$ cat src/rtl/rx_cmd_decoder.sv
// rtl/rx_cmd_decoder.sv - framed command parser between rx synchronizer, register file and tx path
// Write frame: WR_CMD, addr, data. Read frame: RD_CMD, addr; read data returned over tx handshake.
module rx_cmd_decoder #(
  parameter int                    DATA_WIDTH = 8,
  parameter int                    ADDR_WIDTH = 4,
  parameter logic [DATA_WIDTH-1:0] WR_CMD     = 8'hAA,
  parameter logic [DATA_WIDTH-1:0] RD_CMD     = 8'hBB,
  parameter int                    RD_TIMEOUT = 16
) (
  input  logic                  CLK,
  input  logic                  RST,
  input  logic [DATA_WIDTH-1:0] rx_data,
  input  logic                  rx_valid,
  output logic [ADDR_WIDTH-1:0] rf_addr,
  output logic [DATA_WIDTH-1:0] rf_wr_data,
  output logic                  rf_wr_en,
  output logic                  rf_rd_en,
  input  logic [DATA_WIDTH-1:0] rf_rd_data,
  input  logic                  rf_rd_valid,
  output logic [DATA_WIDTH-1:0] tx_data,
  output logic                  tx_valid,
  input  logic                  tx_busy,
  output logic                  cmd_error,
  output logic                  rx_overrun,
  output logic                  busy
);

  localparam int                CNT_W    = $clog2(RD_TIMEOUT + 1);
  localparam logic [CNT_W-1:0]  CNT_LAST = CNT_W'(RD_TIMEOUT - 1);

  typedef enum logic [2:0] {
    IDLE    = 3'd0,
    WR_ADDR = 3'd1,
    WR_DATA = 3'd2,
    RD_ADDR = 3'd3,
    RD_WAIT = 3'd4,
    TX_SEND = 3'd5
  } state_t;

  state_t                state, state_n;
  logic [CNT_W-1:0]      cnt, cnt_n;
  logic [ADDR_WIDTH-1:0] addr_n;
  logic [DATA_WIDTH-1:0] wr_data_n, tx_data_n;
  logic                  tx_valid_n, wr_en_n, rd_en_n, err_n, ovr_n;

  always_ff @(posedge CLK or negedge RST) begin
    if (!RST) begin
      state      <= IDLE;
      cnt        <= '0;
      rf_addr    <= '0;
      rf_wr_data <= '0;
      rf_wr_en   <= 1'b0;
      rf_rd_en   <= 1'b0;
      tx_data    <= '0;
      tx_valid   <= 1'b0;
      cmd_error  <= 1'b0;
      rx_overrun <= 1'b0;
      busy       <= 1'b0;
    end else begin
      state      <= state_n;
      cnt        <= cnt_n;
      rf_addr    <= addr_n;
      rf_wr_data <= wr_data_n;
      rf_wr_en   <= wr_en_n;
      rf_rd_en   <= rd_en_n;
      tx_data    <= tx_data_n;
      tx_valid   <= tx_valid_n;
      cmd_error  <= err_n;
      rx_overrun <= ovr_n;
      busy       <= (state_n != IDLE);
    end
  end

  always_comb begin
    state_n    = state;
    cnt_n      = cnt;
    addr_n     = rf_addr;
    wr_data_n  = rf_wr_data;
    tx_data_n  = tx_data;
    tx_valid_n = tx_valid;
    wr_en_n    = 1'b0;
    rd_en_n    = 1'b0;
    err_n      = 1'b0;
    ovr_n      = 1'b0;
    case (state)
      IDLE: begin
        if (rx_valid) begin
          if (rx_data == WR_CMD)      state_n = WR_ADDR;
          else if (rx_data == RD_CMD) state_n = RD_ADDR;
          else                        err_n   = 1'b1;
        end
      end
      WR_ADDR: begin
        if (rx_valid) begin
          addr_n  = rx_data[ADDR_WIDTH-1:0];
          state_n = WR_DATA;
        end
      end
      WR_DATA: begin
        if (rx_valid) begin
          wr_data_n = rx_data;
          wr_en_n   = 1'b1;
          state_n   = IDLE;
        end
      end
      RD_ADDR: begin
        if (rx_valid) begin
          addr_n  = rx_data[ADDR_WIDTH-1:0];
          rd_en_n = 1'b1;
          cnt_n   = '0;
          state_n = RD_WAIT;
        end
      end
      RD_WAIT: begin
        ovr_n = rx_valid;
        // Data arriving on the expiry cycle still wins over the timeout.
        if (rf_rd_valid) begin
          tx_data_n  = rf_rd_data;
          tx_valid_n = 1'b1;
          state_n    = TX_SEND;
        end else if (cnt == CNT_LAST) begin
          err_n   = 1'b1;
          cnt_n   = '0;
          state_n = IDLE;
        end else begin
          cnt_n = cnt + CNT_W'(1);
        end
      end
      TX_SEND: begin
        ovr_n = rx_valid;
        if (!tx_busy) begin
          tx_valid_n = 1'b0;
          state_n    = IDLE;
        end
      end
      default: state_n = IDLE;
    endcase
  end

endmodule
$ cat config.mk
export PLATFORM = sky130hd
export DESIGN_NAME = rx_cmd_decoder
export DESIGN_NICKNAME = d
export VERILOG_FILES = /design/src/rtl/rx_cmd_decoder.sv
export SDC_FILE = /design/constraint.sdc
export NUM_CORES = 1
export LEC_CHECK = 0
export ABC_AREA = 1
export CORE_AREA = 10 10 59 80
export DETAILED_ROUTE_END_ITERATION = 16
export DIE_AREA = 0 0 69 90
export GPL_TIMING_DRIVEN = 1
export PLACE_DENSITY_LB_ADDON = 0.2
export SLEW_MARGIN = 20
export SYNTH_ARGS = -nofsm -noshare
export SYNTH_HDL_FRONTEND = slang
export SYNTH_SLANG_ARGS = --single-unit
$ cat constraint.sdc
create_clock -name CLK -period 2.6 [get_ports CLK]
set_clock_uncertainty 0.1 [all_clocks]
set_input_delay 0.65 -clock CLK [delete_from_list [all_inputs] [get_ports CLK]]
set_output_delay 0.65 -clock CLK [all_outputs]
set_load 0.02 [all_outputs]
# == Word level (Yosys, flattened, before mapping) ==
# Cells that the tools add are included.
# classes
n_addsub,1
n_eq_ne,12
mux,27
reduce_logical,11
# op_table
operator,n
2-to-1 mux 3 bit,9
one-hot mux 3 bit (6 select lines),1
"equality test 8 bit, second input constant",2
2-to-1 mux 5 bit,3
2-to-1 mux 1 bit,11
one-hot mux 5 bit (2 select lines),1
"inequality test 2 bit, second input constant",4
"equality test 3 x 2 -> 1 bit, second input constant",2
"equality test 3 bit, second input constant",2
AND reduction 2 bit,3
AND reduction 3 bit,2
"adder 5 x 1 -> 5 bit, second input constant",1
"equality test 5 x 4 -> 1 bit, second input constant",1
one-hot mux 1 bit (2 select lines),2
nonzero test 2 bit,2
OR reduction 2 bit,2
"equality test 3 x 1 -> 1 bit, second input constant",1
zero test 3 bit,1
nonzero test 3 bit,1
# word_totals
reg_bits,34
input_bits,21
output_inout_bits,26
word_cells,62

# == Logic depth before layout (Yosys ltp) ==
# logic_depth
ltp_word,6
mapped_depth,9
ltp_nobuf,9

# == Least setup slack after synthesis ==
# Ideal clock, no wire load.
# synth_path
path_kind,input port to flip-flop
from,in rx_data[2]
to,reg busy
setup_time_ps,118
arrival_time_ps,1205
required_time_ps,2382
slack_ps,1177
cell_stages,8
n_path_buf,0
path_cell_list,inv_1 -> nand2_1 -> nor2_1 -> nand3_1 -> nand2_1 -> nand3_1 -> nand2_1 -> nand2_1
# synth_between
elab_chain_len,6
elab_cells_between_ends,7
cone_classes,eq/ne (2); mux (4); reduce/logical (1)
# synth_rtl
element,line,source
start: declaration,12,"input logic [DATA_WIDTH-1:0] rx_data,"
equality test 8 bit,89,else if (rx_data == RD_CMD) state_n = RD_ADDR;
2-to-1 mux 3 bit,89,
2-to-1 mux 3 bit (*),88,if (rx_data == WR_CMD) state_n = WR_ADDR;
2-to-1 mux 3 bit (*),87,if (rx_valid) begin
one-hot mux 3 bit (6 select lines) (*),85,case (state)
nonzero test 3 bit (*),70,busy <= (state_n != IDLE);
end signal: assignment,70,
end: declaration,25,output logic busy
# Every way passes the cells marked *; elsewhere a longest branch is shown, timed or not.
# A chain may end at the register's enable or synchronous reset.

# == Final worst setup path ==
# layout_path
from,reg tx_data[4]
to,out tx_data[4]
# layout_lines
element,line,source
start: declaration,20,"output logic [DATA_WIDTH-1:0] tx_data,"
start signal: assignment,66,tx_data <= tx_data_n;
# No word-level cell between the ends.

==> flow_summary.json <==
{
  "largest_delay_contributor_family_on_the_critical_path": "buffers and inverters",
  "initial_core_util_pct": 46.4,
  "antenna_found_initial": 0,
  "peakVddDrop_v": 0.000651,
  "start_to_end_type_of_the_worst_setup_path": "register to output port",
  "utilization_pct": 64.8,
  "finalCritPeriodShare_pct": 77.4,
  "cts_made_buffers": 5,
  "layout_min_cycle_time_ns": 2.01,
  "synthDistinctLibCells": 21,
  "h-tree-depth": 2,
  "switching_share_pct": 38.9,
  "report.power.total_w": 0.00248,
  "n_antenna_cell": 0,
  "globalplace.congestion": 0.904,
  "design.portCount": 47,
  "worstPathArrival_ns": 1.26,
  "cp-end-kind": "output port",
  "crit_path_max_incr_delay_ns": 0.62,
  "postSynthCellCount": 181,
  "floorplan.rows": 25,
  "min_path_type": "register to register",
  "endpoint_with_the_worst_hold_slack": "tx_valid",
  "final_hold_viol_count": 0,
  "viasPerCell": 4.75,
  "share_of_cells_above_drive_strength_1_pct": 12.4,
  "final_antenna_net_count": 0,
  "critical_path.reg2reg.endpoint": "busy",
  "cell_internal_pwr_w": 0.00152,
  "routedWlPerCell_um": 13.6,
  "mappedNetlistNets": 203,
  "num-nets-final": 255,
  "crit_path_max_fanout": 2,
  "hold_buffers": 0,
  "max_cap_viol_count": 0,
  "count_of_cells_along_the_worst_hold_path": 2,
  "tightestPinTransition_ns": 0.448,
  "p_comb_share_pct": 45.3,
  "placement.setup.worst_slack_ns": 0.455,
  "regToRegSetupSlack_ns": 1.02,
  "drc": 0,
  "postSynthRegisterBits": 34,
  "status": "finished, final reports clean",
  "synth.yosys.seq_area_share_pct": 55.3,
  "tritoncts_clock_tree": "done",
  "grt_pass1_wl_mm": 6.62,
  "cts.root.buffer_cell": "clkbuf_8",
  "floorplan.die.width_um": 69,
  "setup_ws_ns": 0.587,
  "iteration_count_of_the_initial_detailed_routing_pass": 4,
  "setup_repair_after_global_routing_missed_its_margin": "no",
  "dpl.hpwl_mm": 2.91,
  "fin_tns_setup_ns": 0,
  "worst_path_max_delay_cell": "clkdlybuf4s50_1",
  "critical_path.startpoint": "tx_data[4]",
  "critical_path_required_ns": 1.85,
  "power.net_switching_w": 0.000964,
  "port_buffers": 46,
  "postSynthAreaPerCell_um2": 8.50,
  "synth.cell_area_um2": 1540,
  "worst_r2r_path_depth": 7,
  "grt.overflow.total": 0,
  "fin_hold_ws_ns": 0.378,
  "ctsLongestPathBuffers": 2,
  "slew-limit-headroom_pct": 70.0,
  "clk-insertion-delay-late_ns": 0.29,
  "floorplan.core_area_um2": 3320,
  "maxClockFrequency_mhz": 497,
  "pwr_density_cell_nw_per_um2": 1160,
  "clock_pin_transition_on_the_worst_setup_and_hold_timing_paths_ns": 0.07,
  "hold_start": "tx_valid",
  "vias": 1302,
  "overall_track_demand_over_capacity_in_global_routing_pct": 12.7,
  "power.sequential.fraction_pct": 36.3,
  "largest_net_degree_at_the_start_of_global_routing": 35,
  "first_global_vias": 1440,
  "crit_path_cell_trace": "clkdlybuf4s50_1",
  "timing.critical_path.depth": 1,
  "crit_buf_inv": 1,
  "design.die.area_um2": 6210,
  "critical_path.reg2reg.startpoint": "state[1]",
  "dieHeight_um": 90,
  "maxSlewViolCount": 0,
  "cts.repair.resized": 0,
  "yosysWarningCount": 0,
  "startpoint_type_of_the_worst_setup_path": "register",
  "share_clk_of_total_power_pct": 18.3,
  "power.leakage_nw": 1.09,
  "routed_wirelength_mm": 3.74,
  "areaGrowthSynthToFinish_pct": 39.6,
  "detail_route.iter0.violations": 49,
  "report.final.setup_viol": 0,
  "cts.sink_count": 34,
  "post_cts_buffers": 0
}
==> flip-flops by register name (all words and copies together), names as in the netlist, 3 cells and up <==
signal and flops:
cnt 5, rf_addr 4, rf_wr_data 8, state 3, tx_data 8
==> cell type report <==
type                            instances  area, µm²
Sequential cell                        34        851
Timing Repair Buffer                   47        468
Fill cell                             308       1170
Tap cell                               40       50.0
Inverter                               24       90.1
Clock buffer                            8        110
Multi-Input combinational cell        121        578
==> through the flow <==
stage | cells | cell area, µm²
floorplan | 181 | 1540
global placement | 266 | 2040
detailed placement | 266 | 2040
CTS | 274 | 2150
global route | 274 | 2150
finish | 274 | 2150
==> cells in the mapped netlist <==
library cell,instances,area [µm²]
inv_1,20,75.1
a21oi_2,1,8.76
nand4_1,3,18.8
nor3_4,1,16.3
ha_1,1,12.5
o21ai_1,3,15.0
a21oi_1,2,10.0
buf_6,1,11.3
dfrtp_1,34,851
buf_4,1,7.51
o21ai_2,6,52.6
nand2_1,66,248
nand3_1,7,35.0
nand2_2,6,37.5
nor3_1,2,10.0
o21ai_0,7,35.0
nor3_2,1,10.0
o2111ai_1,1,8.76
inv_2,4,15.0
nor2_1,13,48.8
nand2_4,1,11.3
==> kinds of logic after synthesis <==
| family | share of synthesized area (%) |
|---|---|
| flops | 55.3 |
| buf+inv | 7.08 |
| fa+ha+maj | 0.814 |
| simple gates | 28.3 |
| compound gates | 8.46 |
==> cells in the final DEF (no fill, tap or decap) <==
cell	count
dfrtp_1	34
clkbuf_8	8
o21ai_2	6
o2111ai_1	1
nand4_1	3
ha_1	1
nand3_1	7
inv_1	20
a21oi_2	1
clkdlybuf4s50_1	46
inv_2	4
nand2_2	6
buf_4	1
nor3_1	2
nor3_4	1
nand2_1	66
a21oi_1	2
nor3_2	1
o21ai_0	7
o21ai_1	3
nand2_4	1
nor2_1	13
==> metal layers <==
| layer | track usage [%] | share of wire (%) | up-vias |
|---|---|---|---|
| li1 | - | - | 666 |
| met1 | 12.9 | 40 | 591 |
| met2 | 21.8 | 52 | 36 |
| met3 | 4.95 | 5.4 | 9 |
| met4 | 6.57 | 2.3 | 0 |
| met5 | 0 | 0 | - |
==> power groups by stage <==
stage | Combinational (W) | Sequential, W | Clock (W)
6_report | 0.00113 | 0.000902 | 0.000455
5_1_grt | 0.00124 | 0.000936 | 0.000490
3_3_place_gp | 0.00113 | 0.000904 | 0
3_5_place_dp | 0.00114 | 0.000913 | 0
2_1_floorplan | 0.000433 | 0.00111 | 0
4_1_cts | 0.00115 | 0.000905 | 0.000462
==> how the worst max path moves through the flow <==
stage	end	slack, ns
finish	tx_data[4]	0.59
global placement	cnt[3]	0.53
floorplan	busy	1.18
detailed placement	cnt[2]	0.46
global route	tx_data[6]	0.53
CTS	tx_data[0]	0.57
Note: power is estimated with default switching activity, not from simulation.
